**src/rtl/i2c_reg_bank_pkg.sv**
```systemverilog
`default_nettype none
// +----------------------------------------------------------------------------+
// | Module   : i2c_reg_bank_pkg                                                 |
// | Purpose  : Shared definitions for the I2C register bank. These include the  |
// |            FSM state encodings, the write-direction R/W bit value, the      |
// |            default device address and the register word width.             |
// | Ports    : none (package)                                                   |
// | Revision : 1.0  initial release                                             |
// +----------------------------------------------------------------------------+
package i2c_reg_bank_pkg;

  typedef enum logic [2:0] {
    S_IDLE   = 3'd0,
    S_ADDR   = 3'd1,
    S_PTR    = 3'd2,
    S_HBYTE  = 3'd3,
    S_LBYTE  = 3'd4,
    S_IGNORE = 3'd5
  } state_e;

  localparam logic       I2C_RW_WRITE        = 1'b0;
  localparam logic [6:0] I2C_DEFAULT_ADDRESS = 7'h42;
  localparam int         REG_W               = 16;

endpackage
`default_nettype wire

```
**src/rtl/i2c_reg_bank_ptr.sv**
```systemverilog
`default_nettype none
// +----------------------------------------------------------------------------+
// | Module   : i2c_reg_bank_ptr                                                 |
// | Purpose  : Register pointer with load, auto-increment and wrap at NUM_REGS.  |
// |            Also flags whether a candidate pointer byte is in range.        |
// | Ports    : clk, rst_n   clock / async active-low reset                      |
// |            load_en      load ptr from load_val[PTR_W-1:0]                   |
// |            load_val     candidate pointer byte                              |
// |            inc_en       advance ptr, wrapping NUM_REGS-1 -> 0               |
// |            ptr          current pointer                                     |
// |            ptr_ok       load_val addresses an existing register             |
// | Revision : 1.0  initial release                                             |
// +----------------------------------------------------------------------------+
module i2c_reg_bank_ptr #(
  parameter int NUM_REGS = 8,
  parameter int PTR_W    = 3
) (
  input  logic             clk,
  input  logic             rst_n,
  input  logic             load_en,
  input  logic [7:0]       load_val,
  input  logic             inc_en,
  output logic [PTR_W-1:0] ptr,
  output logic             ptr_ok
);

  logic [PTR_W-1:0] ptr_q;
  logic [PTR_W-1:0] ptr_d;

  // Because NUM_REGS <= 2**PTR_W, a full-byte compare against NUM_REGS covers
  // both the "upper bits zero" and the "index below NUM_REGS" conditions.
  assign ptr_ok = ({24'd0, load_val} < 32'(NUM_REGS));

  always_comb begin
    ptr_d = ptr_q;
    if (load_en) begin
      ptr_d = load_val[PTR_W-1:0];
    end else if (inc_en) begin
      ptr_d = (ptr_q == PTR_W'(NUM_REGS - 1)) ? '0 : ptr_q + PTR_W'(1);
    end
  end

  always_ff @(posedge clk or negedge rst_n) begin
    if (!rst_n) begin
      ptr_q <= '0;
    end else begin
      ptr_q <= ptr_d;
    end
  end

  assign ptr = ptr_q;

endmodule
`default_nettype wire

```
**src/rtl/i2c_reg_bank.sv**
```systemverilog
`default_nettype none
// +----------------------------------------------------------------------------+
// | Module   : i2c_reg_bank                                                     |
// | Purpose  : Consumes the I2C slave byte stream. It decodes the device       |
// |            address, the register pointer and big-endian 16-bit words, and  |
// |            writes them into a bank of NUM_REGS registers with pointer      |
// |            auto-increment.                                                 |
// | Ports    : clk, rst_n   clock / async active-low reset                      |
// |            start, stop  1-cycle START (or repeated START) / STOP strobes    |
// |            wr           1-cycle byte-valid strobe, write_data = the byte    |
// |            regs         register bank, reg i at [16*i+15:16*i]              |
// |            update       1-cycle pulse when regs are written                 |
// |            busy         high from address match until STOP or START         |
// | Config   : I2C_REG_BANK_SHADOW_EN - words are staged in a shadow bank and   |
// |            published to regs all at once at STOP. When the macro is not    |
// |            defined, each word is written straight into regs.               |
// | Revision : 1.0  initial release                                             |
// +----------------------------------------------------------------------------+
module i2c_reg_bank
  import i2c_reg_bank_pkg::*;
#(
  parameter logic [6:0] I2C_ADDRESS = I2C_DEFAULT_ADDRESS,
  parameter int         NUM_REGS    = 8,
  parameter int         PTR_W       = 3
) (
  input  logic                      clk,
  input  logic                      rst_n,
  input  logic                      start,
  input  logic                      stop,
  input  logic                      wr,
  input  logic [7:0]                write_data,
  output logic [NUM_REGS*REG_W-1:0] regs,
  output logic                      update,
  output logic                      busy
);

  state_e              state_q, state_d;
  logic                busy_q, busy_d;
  logic [7:0]          hi_q, hi_d;
  logic [NUM_REGS-1:0][REG_W-1:0] regs_q, regs_d;
  logic                update_q, update_d;

  logic                ptr_load;
  logic                ptr_inc;
  logic                ptr_ok;
  logic [PTR_W-1:0]    ptr;
  logic                commit;
  logic [REG_W-1:0]    word;

  assign word = {hi_q, write_data};

  i2c_reg_bank_ptr #(
    .NUM_REGS (NUM_REGS),
    .PTR_W    (PTR_W)
  ) u_ptr (
    .clk      (clk),
    .rst_n    (rst_n),
    .load_en  (ptr_load),
    .load_val (write_data),
    .inc_en   (ptr_inc),
    .ptr      (ptr),
    .ptr_ok   (ptr_ok)
  );

  // Protocol FSM: START beats STOP, and both of them beat a byte strobe. A byte
  // that arrives in the same cycle as START or STOP is therefore dropped.
  always_comb begin
    state_d  = state_q;
    busy_d   = busy_q;
    hi_d     = hi_q;
    ptr_load = 1'b0;
    ptr_inc  = 1'b0;
    commit   = 1'b0;
    if (start) begin
      state_d = S_ADDR;
      busy_d  = 1'b0;
      hi_d    = '0;
    end else if (stop) begin
      state_d = S_IDLE;
      busy_d  = 1'b0;
      hi_d    = '0;
    end else if (wr) begin
      case (state_q)
        S_ADDR: begin
          if (write_data[7:1] == I2C_ADDRESS && write_data[0] == I2C_RW_WRITE) begin
            state_d = S_PTR;
            busy_d  = 1'b1;
          end else begin
            state_d = S_IGNORE;
          end
        end
        S_PTR: begin
          if (ptr_ok) begin
            ptr_load = 1'b1;
            state_d  = S_HBYTE;
          end else begin
            state_d  = S_IGNORE;
          end
        end
        S_HBYTE: begin
          hi_d    = write_data;
          state_d = S_LBYTE;
        end
        S_LBYTE: begin
          commit  = 1'b1;
          ptr_inc = 1'b1;
          state_d = S_HBYTE;
        end
        default: begin
          state_d = state_q;
        end
      endcase
    end
  end

`ifdef I2C_REG_BANK_SHADOW_EN
  logic [NUM_REGS-1:0][REG_W-1:0] shadow_q, shadow_d;
  logic [NUM_REGS-1:0]            dirty_q, dirty_d;
  logic                           publish;

  // STOP publishes the words that are pending. A START that arrives in the
  // same cycle wins, so the pending data is held until a later STOP.
  assign publish = stop && !start;

  always_comb begin
    shadow_d = shadow_q;
    dirty_d  = dirty_q;
    regs_d   = regs_q;
    update_d = 1'b0;
    if (commit) begin
      shadow_d[ptr] = word;
      dirty_d[ptr]  = 1'b1;
    end
    if (publish) begin
      for (int i = 0; i < NUM_REGS; i++) begin
        if (dirty_q[i]) begin
          regs_d[i] = shadow_q[i];
        end
      end
      update_d = |dirty_q;
      dirty_d  = '0;
    end
  end

  always_ff @(posedge clk or negedge rst_n) begin
    if (!rst_n) begin
      shadow_q <= '0;
      dirty_q  <= '0;
    end else begin
      shadow_q <= shadow_d;
      dirty_q  <= dirty_d;
    end
  end
`else
  always_comb begin
    regs_d   = regs_q;
    update_d = commit;
    if (commit) begin
      regs_d[ptr] = word;
    end
  end
`endif

  always_ff @(posedge clk or negedge rst_n) begin
    if (!rst_n) begin
      state_q  <= S_IDLE;
      busy_q   <= 1'b0;
      hi_q     <= '0;
      regs_q   <= '0;
      update_q <= 1'b0;
    end else begin
      state_q  <= state_d;
      busy_q   <= busy_d;
      hi_q     <= hi_d;
      regs_q   <= regs_d;
      update_q <= update_d;
    end
  end

  assign regs   = regs_q;
  assign update = update_q;
  assign busy   = busy_q;

endmodule
`default_nettype wire

```
**config.mk**
```make
export PLATFORM = sky130hd
export DESIGN_NAME = i2c_reg_bank
export DESIGN_NICKNAME = d
export VERILOG_FILES = /design/src/rtl/i2c_reg_bank_pkg.sv /design/src/rtl/i2c_reg_bank_ptr.sv /design/src/rtl/i2c_reg_bank.sv
export SDC_FILE = /design/constraint.sdc
export NUM_CORES = 1
export LEC_CHECK = 0
export BUFFER_PORTS_ARGS = -buffer_cell sky130_fd_sc_hd__buf_2
export CAP_MARGIN = 20
export CORE_MARGIN = 4
export CORE_UTILIZATION = 57
export CTS_BUF_LIST = sky130_fd_sc_hd__clkbuf_16
export DETAILED_ROUTE_END_ITERATION = 6
export PLACE_DENSITY = 0.91
export SETUP_SLACK_MARGIN = 0.3
export SLEW_MARGIN = 20
export SYNTH_ARGS = -nofsm -noshare
export SYNTH_HDL_FRONTEND = slang
export SYNTH_SLANG_ARGS = --single-unit
```
**constraint.sdc**
```tcl
create_clock -name clk -period 3.7 [get_ports clk]
set_input_delay 0 -clock clk [delete_from_list [all_inputs] [get_ports clk]]
set_output_delay 0 -clock clk [all_outputs]
set_load 0.02 [all_outputs]
```
# [Word-level counts from Yosys, hierarchy flattened]
# Cells that the tools add are included.
[word_totals] out_inout_bits=130 n_memories=0 reg_bits=144 latchBits=0 mem_bits_ro=0 ramBits=0 word_cells=65
[classes] n_eq_ne=6 n_mux=30 shifts=0 reduce_logical=11 multipliers=0 bitwise_logic=1 add_sub_neg=1 div=0 n_lt_le_gt_ge=3
[ops] cell="128-bit bitwise mux" n=1
[ops] cell="16-bit demux with 3-bit select" n=1
[ops] cell="8-bit two-way mux" n=4
[ops] cell="3-bit two-way mux" n=8
[ops] cell="16-bit two-way mux" n=1
[ops] cell="1-bit two-way mux" n=14
[ops] cell="3-bit case mux with 4 select lines" n=1
[ops] cell="3-bit nonzero test" n=4
[ops] cell="8-bit by 4-bit < comparator with 1-bit output (second input constant)" n=1
[ops] cell="7-bit == test (second input constant)" n=1
[ops] cell="3-bit by 2-bit == test with 1-bit output (second input constant)" n=2
[ops] cell="3-bit == test (second input constant)" n=2
[ops] cell="6-bit nonzero test" n=1
[ops] cell="3-bit by 4-bit < comparator with 1-bit output (second input constant)" n=1
[ops] cell="2-bit AND reduction" n=2
[ops] cell="3-bit by 1-bit adder with 3-bit output (second input constant)" n=1
[ops] cell="3-bit by 1-bit == test with 1-bit output (second input constant)" n=1
[ops] cell="3-bit by 1-bit >= comparator with 1-bit output (second input constant)" n=1
[ops] cell="3-bit AND reduction" n=1
[ops] cell="1-bit logical AND" n=2
[ops] cell="2-bit nonzero test" n=1
[ops] cell="1-bit inverter" n=1

# [Longest topological paths before layout]
# Gate-level depths: netlist (run 1).
[logic_depth] ltp_word=7 mapped_depth=8

# [Modules after synthesis]
# A second synthesis (run 1) with hierarchy kept.
[hier_totals] cells_unflattened=379 area_unflattened_um2=5669.2
[by_module_without_submodules] module="i2c_reg_bank" cells_per_inst=360 seq_area_each_um2=3528.4 n_inst=1 area_each_um2=5481.5
[by_module_without_submodules] module="i2c_reg_bank_ptr" cells_per_inst=19 seq_area_each_um2=75.1 n_inst=1 area_each_um2=187.7

# [Worst setup path after synthesis (run 1)]
# Ideal clock, no wire load.
[synth_path] path_type="reg2reg" startpoint="register state_q[0]" endpoint="register regs_q (netlist bit regs[38])" n_path_buf=3 path_stages_with_launch=8 period_less_slack_ns=2.193 path_slack_ns=1.507 setup_time_ns=0.125 arrival_ns=2.068 path_cell_list="dfrtp_1 -> clkbuf_1 -> nand2b_1 -> or3_1 -> buf_6 -> nor4b_4 -> buf_6 -> mux2_2"
[synth_via] elab_chain_len=5
[synth_lines] element="start, declared" line="i2c_reg_bank.sv:37" text="state_e state_q, state_d;"
[synth_lines] element="start signal, assigned" line="i2c_reg_bank.sv:172" text="state_q <= state_d;"
[synth_lines] element="3-bit == test" line="i2c_reg_bank.sv:83" text="case (state_q)"
[synth_lines] element="1-bit two-way mux" line="i2c_reg_bank.sv:83"
[synth_lines] element="1-bit two-way mux" line="i2c_reg_bank.sv:82" text="end else if (wr) begin"
[synth_lines] element="1-bit two-way mux" line="i2c_reg_bank.sv:78" text="end else if (stop) begin"
[synth_lines] element="1-bit two-way mux" line="i2c_reg_bank.sv:74" text="if (start) begin"
[synth_lines] element="end signal, assigned" line="i2c_reg_bank.sv:175" text="regs_q <= regs_d;"
[synth_lines] element="end, declared" line="i2c_reg_bank.sv:40" text="logic [NUM_REGS-1:0][REG_W-1:0] regs_q, regs_d;"
# No other way between the ends.
# A chain may end at the register's enable or synchronous reset.

# [Final worst setup path (run 1)]
[layout_path] startpoint="input start" endpoint="register regs_q (netlist bit regs[42])"
[layout_via] elab_chain_len=1
[layout_lines] element="start, declared" line="i2c_reg_bank.sv:28" text="input logic start,"
[layout_lines] element="1-bit two-way mux" line="i2c_reg_bank.sv:74"
# No other way between the ends.

==> results of run 1 <==
## worst min-delay path: stages
cell	delay, ps
sky130_fd_sc_hd__buf_2	120
sky130_fd_sc_hd__nor2b_1	110
sky130_fd_sc_hd__a221o_1	170
## metrics by stage
stage | setup WS [ps] | utilization [%] | power [mW]
floorplan | 1510 | - | 1.71
global route | 762 | 73.9 | 3.66
detailed placement | 966 | 66.6 | 1.78
CTS | 898 | 73.8 | 3.56
global placement | 1070 | 66.6 | 1.77
finish | 879 | 73.9 | 3.54
## power groups by stage
| stage | Clock, mW | Combinational (mW) | Sequential [mW] |
|---|---|---|---|
| finish | 1.78 | 0.138 | 1.62 |
| detailed placement | 0 | 0.130 | 1.65 |
| global placement | 0 | 0.125 | 1.65 |
| global route | 1.88 | 0.151 | 1.63 |
| CTS | 1.80 | 0.138 | 1.62 |
| floorplan | 0 | 0.0593 | 1.65 |
## placed cells by master (no fill, tap or decap), types with 2 or more instances in the layout
| master | netlist | routed |
|---|---|---|
| sky130_fd_sc_hd__a21oi_1 | 10 | 10 |
| sky130_fd_sc_hd__a31oi_1 | 4 | 4 |
| sky130_fd_sc_hd__buf_2 | 9 | 141 |
| sky130_fd_sc_hd__buf_4 | 1 | 3 |
| sky130_fd_sc_hd__bufinv_16 | 0 | 4 |
| sky130_fd_sc_hd__clkbuf_16 | 0 | 17 |
| sky130_fd_sc_hd__clkinv_2 | 0 | 4 |
| sky130_fd_sc_hd__clkinv_4 | 0 | 2 |
| sky130_fd_sc_hd__dfrtp_1 | 144 | 144 |
| sky130_fd_sc_hd__dlygate4sd3_1 | 0 | 10 |
| sky130_fd_sc_hd__ha_1 | 2 | 2 |
| sky130_fd_sc_hd__inv_1 | 2 | 3 |
| sky130_fd_sc_hd__inv_6 | 0 | 2 |
| sky130_fd_sc_hd__mux2_2 | 127 | 127 |
| sky130_fd_sc_hd__nand2_1 | 24 | 24 |
| sky130_fd_sc_hd__nand2b_1 | 2 | 2 |
| sky130_fd_sc_hd__nand4b_4 | 2 | 2 |
| sky130_fd_sc_hd__nor2_1 | 7 | 7 |
| sky130_fd_sc_hd__nor2b_1 | 5 | 5 |
| sky130_fd_sc_hd__nor4b_4 | 2 | 2 |
| sky130_fd_sc_hd__o21ai_0 | 2 | 2 |
| sky130_fd_sc_hd__or3_1 | 2 | 2 |
## flip-flops by register name, indices dropped and copies added (netlist names)
register	flops
update	1
state_q	3
busy	1
hi_q	8
u_ptr.ptr	3
regs	128
## layout make-up
type	count	area share [%]
Multi-Input combinational cell	210	27.7
Timing Repair Buffer	155	11.6
Tap cell	133	2.29
Sequential cell	144	49.7
Clock buffer	17	5.87
Inverter	3	0.190
Clock inverter	14	2.62
## final timing paths
| path | end | from | slack [ps] |
|---|---|---|---|
| setup / recovery | regs[42]$_DFFE_PN0P_ | start | 880 |
| hold / removal | state_q[0]$_DFFE_PN0P_ | stop | 30 |
| setup reg to reg | regs[42]$_DFFE_PN0P_ | state_q[1]$_DFFE_PN0P_ | 920 |
| hold reg to reg | regs[25]$_DFFE_PN0P_ | regs[25]$_DFFE_PN0P_ | 500 |
| max in group asynchronous | regs[82]$_DFFE_PN0P_ | rst_n | 2480 |
| min in group asynchronous | regs[26]$_DFFE_PN0P_ | rst_n | 260 |
## cells by family (layout without fill, tap and decap cells)
logic type      Yosys count  after routing  share of synthesized area (%)
simple gates             57             57                           6.93
compound gates           23             23                           2.54
flops                   144            144                           62.6
fa+ha+maj                 2              2                          0.435
mux                     128            128                           25.0
buf+inv                  27            189                           2.46
## routing by layer
layer / global-route usage [%] / up-vias
met4: 9.74 / 0
met1: 31.2 / 1970
met5: 0 / -
met3: 9.91 / 23
li1: - / 1662
met2: 40.4 / 159
## timing repair
action | 4_1_cts | 5_1_grt
endpoints found under the setup margin | 0 | 0
hold buffers | 10 | 0
buffers inserted | 0 | 0
hold endpoints to repair | 155 | 0
==> results.md, run 1 <==
- The CTS buffer count is 17.
- The final critical-path share of the clock period is 76.2%.
- Combinational logic burns 3.9% of the power.
- After floorplanning, the core was divided into 36 placement rows.
- The shortest clock period the worst path allows after layout is 2820 ps.
- Once detailed placement completed, the half-perimeter wirelength came to 9190 µm.
- For this design, the slowest cell found on the critical path is sky130_fd_sc_hd__nor4b_4.
- The path type of the worst setup path is primary input to flop.
- After detailed routing, no signal wire sits above met4.
- The detailed route wirelength on metal2 is 6860 µm.
- Setup repair after global routing left no endpoint under its margin.
- Summing the sequential cell areas from Yosys gives 62.6% of the chip area.
- Of all nets on the critical path, the largest fanout is 16.
- Summed over all failing endpoints, the final setup total negative slack is 0 ps.
- The register cell area after layout is between 3000 and 4000 µm².
- The number of instances in the synthesized netlist is 381.
- The largest single stage delay on the critical path is between 900 and 1000 ps.
- In this run the biggest area consumer among cell types represents 62.6% of the synthesized area.
- Sorting the synthesized cells by area gives the leading types as sky130_fd_sc_hd__dfrtp_1, sky130_fd_sc_hd__mux2_2, sky130_fd_sc_hd__nand2_1.
- The number of endpoints failing setup at the final stage is 0.
- In this run, distinct cell masters in the synthesized netlist total 41.
- The number of enable-type register cells in the synthesized netlist is 0.
- The total number of H-tree levels is 4.
- The number of max-slew violations in the final report is 0.
- The clock latency reported for the late side of the worst-skew pair is 410 ps.
- A synthesized cell averages 15.1 µm².
- The initial detailed-routing violation count is 337.
- The detailed-route wire length is 14000 µm.
- The depth of the critical timing path with buffers and inverters included is 6.
- On the final layout, the worst hold slack is about 28 ps.
- IR analysis of the VDD net gives a maximum drop of about 0.30 mV.
- The via count of the first global-routing pass is between 4000 and 5000.
- The library cell occupying the most area in the post-synthesis netlist is sky130_fd_sc_hd__dfrtp_1.
- The clock arrives with slightly above 7 ps of skew.
- The slew at the pin closest to its max-slew limit is 1030 ps.
- The initial standard-cell utilization of the core is approximately three fifths.
- The number of clock sinks is roughly 140.
- The critical path contains buffers and inverters numbering 2 combined.
- TritonCTS built the clock tree.
- The met3 routed wirelength is 1160 µm.
- Headroom to the max-slew limit came out at 31.1%.
- Input and output buffers added on the ports amount to 142.
- The sequential fraction of design power is 45.8%.
- The number of cells on the worst reg-to-reg path is 4.
- The number of gates resized after CTS was 0.
- The repair_antennas step left the layout with diodes totalling 0.
- Once detail routing completed, the nets flagged for antenna violations numbered 0.
- The layout overhead on the synthesized area is 26.0%.
- The most frequent cell after synthesis is sky130_fd_sc_hd__dfrtp_1.
- Summing all placed instances gives a cell area of 6540 µm².
- The largest net degree at the start of global routing is 120.
- The run finished with clean final reports.
- The first TritonRoute pass finished after 4 iterations.
- Counting instances, the worst hold path has a depth of 3.
- After synthesis the netlist holds a flip-flop and latch count of 144.
- The fraction of layout cells with a size suffix above 1 is between 50 and 60%.
- The initial antenna violation count is 0.
- After detailed routing, the wire length on met1 is around 5700 µm.
- After detailed routing, the number of remaining DRC violations is 0.
- The global-route usage over all layers is 25.3%.
- The most used flip-flop cell after synthesis is sky130_fd_sc_hd__dfrtp_1.
- The analysis attributes to cell leakage a power of 4.07 nW.
- The root buffer cell chosen for the clock tree is sky130_fd_sc_hd__clkbuf_16.
- The count of yosys warnings during synthesis is 0.
- STA classifies the critical path endpoint as a flop.
- The count of placed standard cells in the final layout, fillers left out is 676.
- For this run, the top clock speed supported by timing is 354 MHz.
- The area enclosed by the die boundary is 11800 µm².
- The data arrival at the endpoint of the critical path is 3110 ps.
- The first-pass GRT wire length is 22100 µm.
- After clock tree synthesis, the clock-pin slew on the worst setup and hold paths is 60 ps.
- The multi-input combinational cells in the finished layout cover a total of just over 2000 µm².
- The power share of the clock group is between 50% and 60%.
- The final net count is 546.
- The number of fillers in the final layout is 629.
- The routed length per instance is 20.7 µm.
- Detailed routing inserted a total of 3814 vias.
- The worst path required time is about 4000 ps.
- The total count of hold-check failures in the final report is 0.
- The number of top-level pins is 143.
- The power density of the placed cells is 489 nW/µm².
- Once placement completed, the tool counted placed cells totaling between 600 and 700.
- The cell area after layout is 7250 µm².
- The area of the mapped netlist is 5760 µm².
- Across the run, the number of max-cap violations was 0.
- The placeable core region is 9820 µm².
- The sort of element at the start of the critical path is a primary input.
- The internal power consumption is 2.77 mW.
- The via-per-instance ratio is 5.64.
- The kind of cell with the highest combined delay along the critical path is simple AND/OR/NAND/NOR gates.
- In this run the power spent charging and discharging nets is 777 µW.
- The type of the tightest min-delay check is primary input to flop.
- Global routing finished with a remaining overflow of 0.
- The die is around 110 µm tall.
- From left edge to right edge, the die measures 108 µm.
- The fraction of power spent switching nets is roughly 22%.
- Walking the worst path, the cells encountered are dlygate4sd3_1 > buf_2 > or2_1 > or3_1 > nor4b_4 > mux2_2.
- The proportion of register bits with asynchronous set or reset after synthesis is 100%.
- The congestion estimate from routability-driven global placement came to 0.847.
- The commonest cells after synthesis are sky130_fd_sc_hd__dfrtp_1, sky130_fd_sc_hd__mux2_2, sky130_fd_sc_hd__nand2_1.
- The maximum root-to-sink buffer count is 2.
- The number of nets in the synthesized netlist is just under 400.
(Power assumes the default switching activity.)
==> run 2: changes to the inputs <==
- CORE_UTILIZATION: 57 -> 48
- PLACE_DENSITY: 0.91 -> 0.82
- clock period: 3.7 -> 2.5 ns (I/O delays scaled with it)
==> run 2 against run 1 <==
Count of clock-buffer cells in the layout stayed put. Hold slack improved by 4.1 ps. Clock power up 33%. Routed wire length grew 3.8%. Critical path type is now flop to flop. Global-route usage down 4.3 points. Die area up 17%. Largest cell class unchanged. Cell area rose by 1.8%. Critical endpoint is now regs[66]$_DFFE_PN0P_. Critical path depth stayed put. Cell count rose by 4.0%.
==> results.md, run 2 (same netlist as run 1, synthesis figures left out) <==
- The flow ran to the end, and the final reports show no timing, DRC or antenna violations.
- The critical path endpoint category is a flop.
- Setup repair after global routing could not meet its margin everywhere.
- The number of buffers and inverters on the critical path is 2.
- The number of max-slew violations in the final report is 0.
- The detailed route wirelength on metal2 is ~7000 µm.
- The placed instance count is 656.
- Derived from the worst setup path, the maximum achievable clock frequency is 458 MHz.
- The worst voltage drop across the vdd grid is between 0.3 and 0.4 mV.
- STA puts the critical path data arrival time at 2480 ps.
- The initial antenna violation count is 0.
- The clock passes through at most 2 buffers.
- The row count is 39.
- Counting cells, the worst reg-to-reg path comes to 6.
- The setup slack after placement is 121 ps.
- The via count of the first global-routing pass was 4199.
- The number of maximum-capacitance constraint violations is 0.
- The most numerous cell type found on the critical path is sky130_fd_sc_hd__buf_4.
- The biggest fanout along the worst timing path is 9.
- The routed length per instance is slightly above 20 µm.
- The global placement routability congestion is 0.848.
- After clock tree synthesis, the clock-pin slew on the worst setup and hold paths is 60 ps.
- Summed over all layers, the routed wires come to 14500 µm.
- The most frequent standard cell in the layout excluding fill and tap cells is sky130_fd_sc_hd__dfrtp_1.
- The reg2reg setup slack is 320 ps.
- For the worst-skew pair, the clock arrives at the later sink with an insertion delay of 410 ps.
- The die is ~120 µm tall.
- Clock tree synthesis inserted a total of 17 buffers.
- The fraction of layout cells with a size suffix above 1 is 57.7%.
- Broken down by cell family, the worst path's largest delay share belongs to simple AND/OR/NAND/NOR gates.
- The count of input and output buffers is roughly 140.
- The first-pass GRT wire length is 22800 µm.
- The number of top-level pins is approximately 140.
- Power spread over the standard cell area amounts to 676 nW/µm².
- The most critical setup path has its endpoint at regs[66]$_DFFE_PN0P_.
- TritonCTS built the clock tree.
- After floorplanning, the core was sized to cover 11600 µm².
- The initial standard-cell utilization of the core is 49.8%.
- The via-per-instance ratio is 5.44.
- The static leakage is between 4 and 5 nW.
- The worst setup path is launched from a flop.
- The worst path required time is 2800 ps.
- The shortest clock period the worst path allows after layout is 2180 ps.
- The top routing layer in use is met4.
- On the worst path, the slowest cell contributes a delay of just under 500 ps.
- The depth of the critical timing path with buffers and inverters included is 6.
- The final worst clock skew is 6.38 ps.
- The setup path with the least slack is of type flop to flop.
- The die extent in x is 118 µm.
- The total congestion overflow after global routing is 0.
- The critical register-to-register path startpoint is state_q[1]$_DFFE_PN0P_.
- The area enclosed by the die boundary is around 14000 µm².
- Global routing used between 20% and 30% of the available tracks across all layers.
- In the layout the commonest cells are sky130_fd_sc_hd__dfrtp_1, sky130_fd_sc_hd__buf_2, sky130_fd_sc_hd__mux2_2.
- The total count of hold-check failures in the final report is 0.
- The final total negative setup slack is 0 ps.
- Relative to the synthesized area, the layout overhead comes to 28.3%.
- The total number of H-tree levels is 4.
- The standard cell with the maximum stage delay on the critical path is sky130_fd_sc_hd__or3_4.
- The met3 routed wirelength is 1360 µm.
- In this run the worst hold path is classified as primary input to flop.
- Headroom to the max-slew limit came out at about 44%.
- For this run, design rule violations remaining after detail routing come to 0.
- Traced cell by cell, the critical path runs through nand2b_1 > or3_4 > nor4b_4 > buf_4 > buf_4 > mux2_2.
- In this run the critical register-to-register path is captured at regs[66]$_DFFE_PN0P_.
- The total inserted antenna cells is 0.
- Setup slack closes at 316 ps.
- After detailed routing, the wire length on met1 is 5960 µm.
- The number of clock sinks is 144.
- The sum of net half-perimeters after detailed placement is 9930 µm.
- The count of placed standard cells in the final layout, fillers left out is 703.
- The register with the most flip-flops in the layout has 128 of them.
- Entering global routing, the biggest net connects 82 pins.
- The final critical path takes up 87.4% of the cycle.
- The first element of the critical path is state_q[1]$_DFFE_PN0P_.
- The number of vias after detailed routing is 3823.
- The antenna violation net count after detailed routing is 0.
- Setup violations remaining at the end of the flow were counted as 0.
- At the end of the flow, the number of nets in the layout was 562.
- The tree is rooted in a sky130_fd_sc_hd__clkbuf_16.
- For this run, the detailed router's first-pass iteration total came to 4.
- For this block, the initial DRC count from the detailed router was 232.
- The slew at the pin closest to its max-slew limit is roughly 830 ps.
run 2: cell types whose count changed in the layout (fill, tap and decap cells not counted), moves of 2 or more:
| cell | change |
|---|---|
| sky130_fd_sc_hd__clkinv_1 | +5 |
| sky130_fd_sc_hd__clkinvlp_4 | +2 |
| sky130_fd_sc_hd__buf_4 | +9 |
| sky130_fd_sc_hd__buf_12 | +3 |
| sky130_fd_sc_hd__bufinv_16 | -2 |
| sky130_fd_sc_hd__clkinv_2 | -3 |
| sky130_fd_sc_hd__inv_1 | +2 |
| sky130_fd_sc_hd__buf_6 | +5 |
run 2: per-layer routing:
metal,vias to the layer above,global-route usage [%]
met2,156,34.3
met3,21,8.07
met5,-,0
li1,1690,-
met1,1956,26.1
met4,0,6.74
run 2: worst min path at each step:
stage / start / to / cells past startpoint
after floorplan: rst_n / busy$_DFFE_PN0P_ / 0
after global placement: rst_n / regs[93]$_DFFE_PN0P_ / 1
after detailed placement: rst_n / regs[58]$_DFFE_PN0P_ / 1
after CTS: stop / state_q[1]$_DFFE_PN0P_ / 4
after global routing: write_data[5] / regs[53]$_DFFE_PN0P_ / 2
final: write_data[5] / regs[37]$_DFFE_PN0P_ / 2
run 2: where the power goes:
part	total (mW)	internal [mW]	switching [mW]
clock	2.37	1.44	0.933
combinational	0.213	0.0733	0.140
sequential	2.41	2.36	0.0448
run 2: cell type report:
class                           instances  area (µm²)
Clock buffer                           17         425
Clock inverter                         15         128
Fill cell                             857        4180
Inverter                                3        13.8
Multi-Input combinational cell        210        2020
Sequential cell                       144        3600
Tap cell                              143         179
Timing Repair Buffer                  171        1010
run 2: through the flow:
step | power, mW | util [%] | hold WS, ps | cell area [µm²]
global placement | 2.64 | 57.3 | 79.0 | 6630
CTS | 5.03 | 63.0 | 16.6 | 7290
detailed placement | 2.65 | 57.3 | 87.6 | 6630
global route | 5.17 | 63.9 | 27.5 | 7380
finish | 4.99 | 63.9 | 31.8 | 7380
floorplan | 2.54 | - | -296 | 5760
run 2: what timing repair did:
| action | in CTS | in global routing |
|---|---|---|
| setup buffers | 0 | 4 |
| gates resized for setup | 1 | 7 |
| hold endpoints to repair | 98 | 0 |
| gates cloned | 0 | 1 |
| endpoints found under the setup margin | 117 | 70 |
| hold buffers | 10 | 0 |
